### config.mk
export PLATFORM = sky130hd
export DESIGN_NAME = mem_port_arbiter_flat
export DESIGN_NICKNAME = d
export VERILOG_FILES = /design/src/rtl/mem_port_arbiter_pkg.sv /design/src/rtl/mem_port_arbiter_if.sv /design/src/rtl/mem_port_arbiter.sv /design/src/flat_wrapper.sv
export SDC_FILE = /design/constraint.sdc
export NUM_CORES = 1
export LEC_CHECK = 0
export ABC_AREA = 0
export CAP_MARGIN = 20
export CORE_AREA = 5 5 106 108
export CTS_BUF_LIST = sky130_fd_sc_hd__clkbuf_8
export DETAILED_ROUTE_END_ITERATION = 12
export DIE_AREA = 0 0 111 113
export GPL_TIMING_DRIVEN = 0
export SYNTH_ARGS = -nofsm -noshare
export SYNTH_HDL_FRONTEND = slang
export SYNTH_SLANG_ARGS = --single-unit
### constraint.sdc
create_clock -name clk -period 4.77 [get_ports clk]
set_input_delay 0.477 -clock clk [delete_from_list [all_inputs] [get_ports clk]]
set_output_delay 0.477 -clock clk [all_outputs]
set_load 0.05 [all_outputs]
### src/rtl/mem_port_arbiter_pkg.sv
// Shared types for the unified memory-port arbiter: owner encoding and FSM state codes.
package mem_port_arbiter_pkg;

  typedef enum logic {OWNER_FETCH = 1'b0, OWNER_DATA = 1'b1} mem_owner_t;

  typedef logic [1:0] arb_state_t;
  localparam arb_state_t ARB_IDLE = 2'd0;
  localparam arb_state_t ARB_REQ  = 2'd1;
  localparam arb_state_t ARB_WAIT = 2'd2;

  localparam logic [3:0] FETCH_BYTE_ENABLE = 4'b1111;

endpackage

### src/rtl/mem_port_arbiter_if.sv
// Bundles the fetch, data and memory-side handshake signals of the arbiter.
interface mem_port_arbiter_if;
  logic        f_req_valid;
  logic        f_req_ready;
  logic [31:0] f_req_addr;
  logic        f_resp_valid;
  logic [31:0] f_resp_data;

  logic        d_req_valid;
  logic        d_req_ready;
  logic [31:0] d_req_addr;
  logic        d_req_we;
  logic [3:0]  d_req_byte_enable;
  logic [31:0] d_req_wdata;
  logic        d_resp_valid;
  logic [31:0] d_resp_data;

  logic        mem_valid;
  logic        mem_ready;
  logic [31:0] mem_address;
  logic        mem_we;
  logic [3:0]  mem_byte_enable;
  logic [31:0] mem_write;
  logic        mem_rvalid;
  logic [31:0] mem_out;

  // Arbiter side.
  modport slave (
    input  f_req_valid, f_req_addr,
    input  d_req_valid, d_req_addr, d_req_we, d_req_byte_enable, d_req_wdata,
    input  mem_ready, mem_rvalid, mem_out,
    output f_req_ready, f_resp_valid, f_resp_data,
    output d_req_ready, d_resp_valid, d_resp_data,
    output mem_valid, mem_address, mem_we, mem_byte_enable, mem_write
  );

  // Requesters plus memory, seen from outside the arbiter.
  modport master (
    output f_req_valid, f_req_addr,
    output d_req_valid, d_req_addr, d_req_we, d_req_byte_enable, d_req_wdata,
    output mem_ready, mem_rvalid, mem_out,
    input  f_req_ready, f_resp_valid, f_resp_data,
    input  d_req_ready, d_resp_valid, d_resp_data,
    input  mem_valid, mem_address, mem_we, mem_byte_enable, mem_write
  );
endinterface

### src/rtl/mem_port_arbiter.sv
// Arbitrates fetch and data onto one memory port, one transaction outstanding,
// data-priority with a saturating starvation counter protecting fetch.
//
// state    | meaning
// ARB_IDLE | no owner, pick a winner this cycle
// ARB_REQ  | owner locked, mem_valid held until mem_ready
// ARB_WAIT | accepted, awaiting mem_rvalid
module mem_port_arbiter
  import mem_port_arbiter_pkg::*;
#(
  parameter int STARVE_LIMIT = 4
) (
  input  logic                  clk,
  input  logic                  rst_n,
  mem_port_arbiter_if.slave     bus
);

  localparam logic [3:0] LIMIT = 4'(STARVE_LIMIT);

  arb_state_t  state_q, state_d;
  mem_owner_t  owner_q, owner_d;
  logic [3:0]  starve_cnt_q, starve_cnt_d;

  mem_owner_t  sel_owner;
  logic        win_data;
  logic        any_req;
  logic        drive;
  logic        accept;
  logic        resp;

  always_comb begin
    win_data  = bus.d_req_valid && !(bus.f_req_valid && (starve_cnt_q == LIMIT));
    any_req   = bus.d_req_valid || bus.f_req_valid;
    sel_owner = owner_q;
    if (state_q == ARB_IDLE) begin
      sel_owner = win_data ? OWNER_DATA : OWNER_FETCH;
    end
    drive  = ((state_q == ARB_IDLE) && any_req) || (state_q == ARB_REQ);
    accept = drive && bus.mem_ready;
    resp   = (state_q == ARB_WAIT) && bus.mem_rvalid;
  end

  always_comb begin
    bus.mem_valid       = 1'b0;
    bus.mem_address     = 32'd0;
    bus.mem_we          = 1'b0;
    bus.mem_byte_enable = 4'd0;
    bus.mem_write       = 32'd0;
    bus.f_req_ready     = 1'b0;
    bus.d_req_ready     = 1'b0;
    bus.f_resp_valid    = 1'b0;
    bus.f_resp_data     = 32'd0;
    bus.d_resp_valid    = 1'b0;
    bus.d_resp_data     = 32'd0;

    if (drive) begin
      bus.mem_valid = 1'b1;
      if (sel_owner == OWNER_DATA) begin
        bus.mem_address     = bus.d_req_addr;
        bus.mem_we          = bus.d_req_we;
        bus.mem_byte_enable = bus.d_req_byte_enable;
        bus.mem_write       = bus.d_req_wdata;
      end else begin
        bus.mem_address     = bus.f_req_addr;
        bus.mem_byte_enable = FETCH_BYTE_ENABLE;
      end
    end

    bus.f_req_ready = accept && (sel_owner == OWNER_FETCH);
    bus.d_req_ready = accept && (sel_owner == OWNER_DATA);

    if (resp) begin
      if (owner_q == OWNER_DATA) begin
        bus.d_resp_valid = 1'b1;
        bus.d_resp_data  = bus.mem_out;
      end else begin
        bus.f_resp_valid = 1'b1;
        bus.f_resp_data  = bus.mem_out;
      end
    end

    // Everything is forced quiet while reset is held.
    if (!rst_n) begin
      bus.mem_valid       = 1'b0;
      bus.mem_address     = 32'd0;
      bus.mem_we          = 1'b0;
      bus.mem_byte_enable = 4'd0;
      bus.mem_write       = 32'd0;
      bus.f_req_ready     = 1'b0;
      bus.d_req_ready     = 1'b0;
      bus.f_resp_valid    = 1'b0;
      bus.f_resp_data     = 32'd0;
      bus.d_resp_valid    = 1'b0;
      bus.d_resp_data     = 32'd0;
    end
  end

  always_comb begin
    state_d = state_q;
    owner_d = owner_q;
    case (state_q)
      ARB_IDLE: begin
        if (any_req) begin
          owner_d = sel_owner;
          state_d = bus.mem_ready ? ARB_WAIT : ARB_REQ;
        end
      end
      ARB_REQ:  if (bus.mem_ready)  state_d = ARB_WAIT;
      ARB_WAIT: if (bus.mem_rvalid) state_d = ARB_IDLE;
      default:  state_d = ARB_IDLE;
    endcase
  end

  always_comb begin
    starve_cnt_d = starve_cnt_q;
    if (!bus.f_req_valid || (accept && (sel_owner == OWNER_FETCH))) begin
      starve_cnt_d = 4'd0;
    end else if (accept && (sel_owner == OWNER_DATA) && (starve_cnt_q < LIMIT)) begin
      starve_cnt_d = starve_cnt_q + 4'd1;
    end
  end

  always_ff @(posedge clk) begin
    if (!rst_n) begin
      state_q      <= ARB_IDLE;
      owner_q      <= OWNER_FETCH;
      starve_cnt_q <= 4'd0;
    end else begin
      state_q      <= state_d;
      owner_q      <= owner_d;
      starve_cnt_q <= starve_cnt_d;
    end
  end

endmodule

### src/flat_wrapper.sv
// flat-port wrapper written by rule: the top's interface ports become plain ports
module mem_port_arbiter_flat import mem_port_arbiter_pkg::*;
#(
  parameter int STARVE_LIMIT = 4
)
  (clk, rst_n, bus_f_req_valid, bus_f_req_addr, bus_d_req_valid, bus_d_req_addr, bus_d_req_we, bus_d_req_byte_enable, bus_d_req_wdata, bus_mem_ready, bus_mem_rvalid, bus_mem_out, bus_f_req_ready, bus_f_resp_valid, bus_f_resp_data, bus_d_req_ready, bus_d_resp_valid, bus_d_resp_data, bus_mem_valid, bus_mem_address, bus_mem_we, bus_mem_byte_enable, bus_mem_write);
  mem_port_arbiter_if bus_i ();
  input  logic clk;
  input  logic rst_n;
  input wire logic [$bits(bus_i.f_req_valid)-1:0] bus_f_req_valid;
  input wire logic [$bits(bus_i.f_req_addr)-1:0] bus_f_req_addr;
  input wire logic [$bits(bus_i.d_req_valid)-1:0] bus_d_req_valid;
  input wire logic [$bits(bus_i.d_req_addr)-1:0] bus_d_req_addr;
  input wire logic [$bits(bus_i.d_req_we)-1:0] bus_d_req_we;
  input wire logic [$bits(bus_i.d_req_byte_enable)-1:0] bus_d_req_byte_enable;
  input wire logic [$bits(bus_i.d_req_wdata)-1:0] bus_d_req_wdata;
  input wire logic [$bits(bus_i.mem_ready)-1:0] bus_mem_ready;
  input wire logic [$bits(bus_i.mem_rvalid)-1:0] bus_mem_rvalid;
  input wire logic [$bits(bus_i.mem_out)-1:0] bus_mem_out;
  output wire logic [$bits(bus_i.f_req_ready)-1:0] bus_f_req_ready;
  output wire logic [$bits(bus_i.f_resp_valid)-1:0] bus_f_resp_valid;
  output wire logic [$bits(bus_i.f_resp_data)-1:0] bus_f_resp_data;
  output wire logic [$bits(bus_i.d_req_ready)-1:0] bus_d_req_ready;
  output wire logic [$bits(bus_i.d_resp_valid)-1:0] bus_d_resp_valid;
  output wire logic [$bits(bus_i.d_resp_data)-1:0] bus_d_resp_data;
  output wire logic [$bits(bus_i.mem_valid)-1:0] bus_mem_valid;
  output wire logic [$bits(bus_i.mem_address)-1:0] bus_mem_address;
  output wire logic [$bits(bus_i.mem_we)-1:0] bus_mem_we;
  output wire logic [$bits(bus_i.mem_byte_enable)-1:0] bus_mem_byte_enable;
  output wire logic [$bits(bus_i.mem_write)-1:0] bus_mem_write;
  assign bus_i.f_req_valid = bus_f_req_valid;
  assign bus_i.f_req_addr = bus_f_req_addr;
  assign bus_i.d_req_valid = bus_d_req_valid;
  assign bus_i.d_req_addr = bus_d_req_addr;
  assign bus_i.d_req_we = bus_d_req_we;
  assign bus_i.d_req_byte_enable = bus_d_req_byte_enable;
  assign bus_i.d_req_wdata = bus_d_req_wdata;
  assign bus_i.mem_ready = bus_mem_ready;
  assign bus_i.mem_rvalid = bus_mem_rvalid;
  assign bus_i.mem_out = bus_mem_out;
  assign bus_f_req_ready = bus_i.f_req_ready;
  assign bus_f_resp_valid = bus_i.f_resp_valid;
  assign bus_f_resp_data = bus_i.f_resp_data;
  assign bus_d_req_ready = bus_i.d_req_ready;
  assign bus_d_resp_valid = bus_i.d_resp_valid;
  assign bus_d_resp_data = bus_i.d_resp_data;
  assign bus_mem_valid = bus_i.mem_valid;
  assign bus_mem_address = bus_i.mem_address;
  assign bus_mem_we = bus_i.mem_we;
  assign bus_mem_byte_enable = bus_i.mem_byte_enable;
  assign bus_mem_write = bus_i.mem_write;
  mem_port_arbiter #(.STARVE_LIMIT(STARVE_LIMIT)) u_core (.clk(clk), .rst_n(rst_n), .bus(bus_i));
endmodule
==> flow_metrics.tcl <==
set metrics [dict create \
    status "finished, final reports clean" \
    finalSetupViolCount 0 \
    finalSetupTns_ns 0 \
    cp_data_required_time_ns 4.29 \
    leakage_nw 1.77 \
    power_frac_clock_pct 13.7 \
    cts_root_buf "clkbuf_8" \
    regArea_sq_um 140 \
    critical_path_depth 7 \
    synth_area_leader_cell "and2_1" \
    r2r_cells 6 \
    numCtsBuffers 3 \
    ant_nets 0 \
    routedWlPerCell_um 15.1 \
    drt-total-wl_mm 10.3 \
    grt_pass1_vias 2847 \
    crit_fanout 10 \
    firstDrtPassIters 4 \
    cts_sinks 7 \
    h-tree-depth 1 \
    antenna_found_initial 0 \
    finalNonFillerCells 683 \
    io_buffers 276 \
    syn_avg_cell_area_sq_um 5.92 \
    power.density_nw_per_um2 136 \
    gp_congestion 0.867 \
    fill_cells 1002 \
    clock_latency_ns 0.23 \
    worstPathCellList "clkdlybuf4s50_1 > nand4b_2 > a31oi_4 > clkbuf_1 > nand2_1 > a21oi_1 > clkdlybuf4s50_1" \
    hold_violations 0 \
    cts_resized 0 \
    fmax_mhz 284 \
    ys.flop_type "dfxtp_1" \
    power.switching_uw 293 \
    crit_start "bus_f_req_valid" \
    start_util_pct 15.6 \
    switching_share_pct 47.1 \
    clkTransAtPathRegs_ns 0.04 \
    synth-edff-count 0 \
    synthTopCellsByArea "and2_1 39%, nand2_1 15%, a21oi_1 10%" \
    grt_pass1_wl_mm 15.4 \
    final_layout_size_suffix_gt1_share_pct 4.20 \
    crit_buf_inv 3 \
    hold_depth 2 \
    ys_async_sr_fraction_pct 0 \
    p_comb_share_pct 76.2 \
    dp.cells 679 \
    vias 2765 \
    skew_ns 0.00234 \
    r2r_end "u_core.starve_cnt_q[1]" \
    cpPeakStageDelay_ns 0.83 \
    holdBufCountCts 0 \
    ys_ff_latch 7 \
    dieArea_sq_um 12500 \
    coreArea_sq_um 10100 \
    synth_fp_nets 408 \
    crit_path_start_kind "primary input" \
    viasPerCell 4.05 \
    synth_cells 267 \
    irDropWorstVdd_v 0.0000608 \
    end_kind "primary output" \
    cp_top_family "buffers and inverters" \
    route.detailed.drc 0 \
    grt.overflow.total 0 \
    drtIter0Drc 143 \
    seqPwrFrac_pct 10.2 \
    holdPathEnd "u_core.starve_cnt_q[3]" \
    finalCritPeriodShare_pct 73.8 \
    reg2reg_slack_ns 3.12 \
    post_cts_buffers 0 \
    r2r_start "u_core.starve_cnt_q[0]" \
    slowest_stage "clkdlybuf4s50_1" \
    holdWs_ns 0.471 \
    pin_count 277 \
    maxSlewHeadroom_pct 63.7 \
    yosysWarningCount 0 \
    syn_to_final_growth_pct 188 \
    hold_class "flop to flop" \
    hold_start "u_core.starve_cnt_q[3]" \
    synth_cell_type_count 29 \
    cp_common_cell "clkdlybuf4s50_1" \
    grt_usage_pct 15.0 \
    dp_hpwl_mm 9.07 \
    tightest_slew_ns 0.543 \
    grt_max_degree 11 \
    slew_violations 0 \
    worst-setup-path-type "primary input to primary output" \
    internal_power_uw 329 \
    rsz0062_at_grt "false" \
    antenna_cells 0 \
    yosysMostFrequentCell "and2_1" \
    yosysTopAreaCellShare_pct 38.8 \
    syn_area_sq_um 1580 \
    maxCapViolCount 0 \
    cts.path.max_buffers 2 \
    p_total_uw 622 \
    worstPathArrival_ns 3.05 \
    die_w_um 111 \
    nets 689 \
    std_cell_rows 37 \
    yosysSeqAreaShare_pct 8.86 \
    multi_input_area_sq_um 1300 \
    cts_tree "built" \
    timing.final.crit_period_ns 3.52 \
    die_y_um 113 \
    synthTopCellsByCount "98 x and2_1, 65 x nand2_1, 32 x a21oi_1" \
]
[power groups by stage]
| stage | logic (mW) | clock network, mW | registers, mW |
|---|---|---|---|
| 3_5_place_dp | 0.477 | 0 | 0.0643 |
| 3_3_place_gp | 0.473 | 0 | 0.0641 |
| 2_1_floorplan | 0.252 | 0 | 0.0637 |
| 4_1_cts | 0.478 | 0.0866 | 0.0632 |
| 6_report | 0.474 | 0.0849 | 0.0632 |
| 5_1_grt | 0.500 | 0.0886 | 0.0636 |
[worst max path at each step]
stage	to	slack, ns
6_report	bus_mem_address[12]	1.25
3_5_place_dp	bus_mem_address[12]	1.22
4_1_cts	bus_mem_address[12]	1.22
3_3_place_gp	bus_mem_address[12]	1.25
2_1_floorplan	bus_mem_address[17]	2.21
5_1_grt	bus_mem_address[12]	1.08
[routing by layer]
metal | track usage (%) | wire length [um] | vias up
met5 | 0 | 0 | -
met4 | 4.43 | 206 | 0
met3 | 3.74 | 724 | 13
met2 | 28.5 | 5330 | 143
met1 | 16.6 | 4050 | 1198
li1 | - | - | 1411
[stage by stage]
| step | util [%] | worst slack (ns) | instance area (sq um) |
|---|---|---|---|
| final | 45.0 | 1.25 | 4560 |
| after global routing | 45.0 | 1.08 | 4560 |
| after CTS | 45.0 | 1.22 | 4560 |
| after detailed placement | 44.5 | 1.22 | 4510 |
| after global placement | 44.5 | 1.25 | 4510 |
| after floorplan | - | 2.21 | 1580 |
[kinds of logic (layout without fill, tap and decap cells)]
group,count (synthesis),after routing,share of synthesized area (%)
AND/OR/NAND/NOR,189,189,63.8
adder cells (fa/ha/maj),2,2,1.58
flip-flops,7,7,8.86
buffers and inverters,25,305,9.02
AO/OA/AOI/OAI,44,44,16.7
[cells in the final DEF, fill, tap and decap left out, drive strengths merged, types with 3 or more instances in the layout]
| cell | n |
|---|---|
| a21oi | 32 |
| and2 | 98 |
| buf | 14 |
| clkbuf | 9 |
| clkdlybuf4s50 | 276 |
| dfxtp | 7 |
| inv | 6 |
| nand2 | 65 |
| nor2 | 15 |
| nor2b | 3 |
[area by class of cell]
cell class | instances | share of cell area (%)
well taps | 136 | 3.73
inverters | 5 | 0.412
clock inverters | 1 | 0.0823
repair buffers | 276 | 60.6
multi-input cells | 235 | 28.5
plain buffers | 20 | 2.72
clock buffers | 3 | 0.906
flip-flops and latches | 7 | 3.07
[worst register-to-register path: stages (launching register included)]
cell and delay (ns):
dfxtp_1 0.31, inv_1 0.10, ha_1 0.19, nand4b_2 0.18
a31oi_4 0.30, o21ai_0 0.16, a32o_1 0.30
[state kept, by name, summed over array words and instances (netlist names)]
name / count
u_core.state_q: 2
u_core.starve_cnt_q: 4
u_core.owner_q: 1
(Power assumes the default switching activity.)
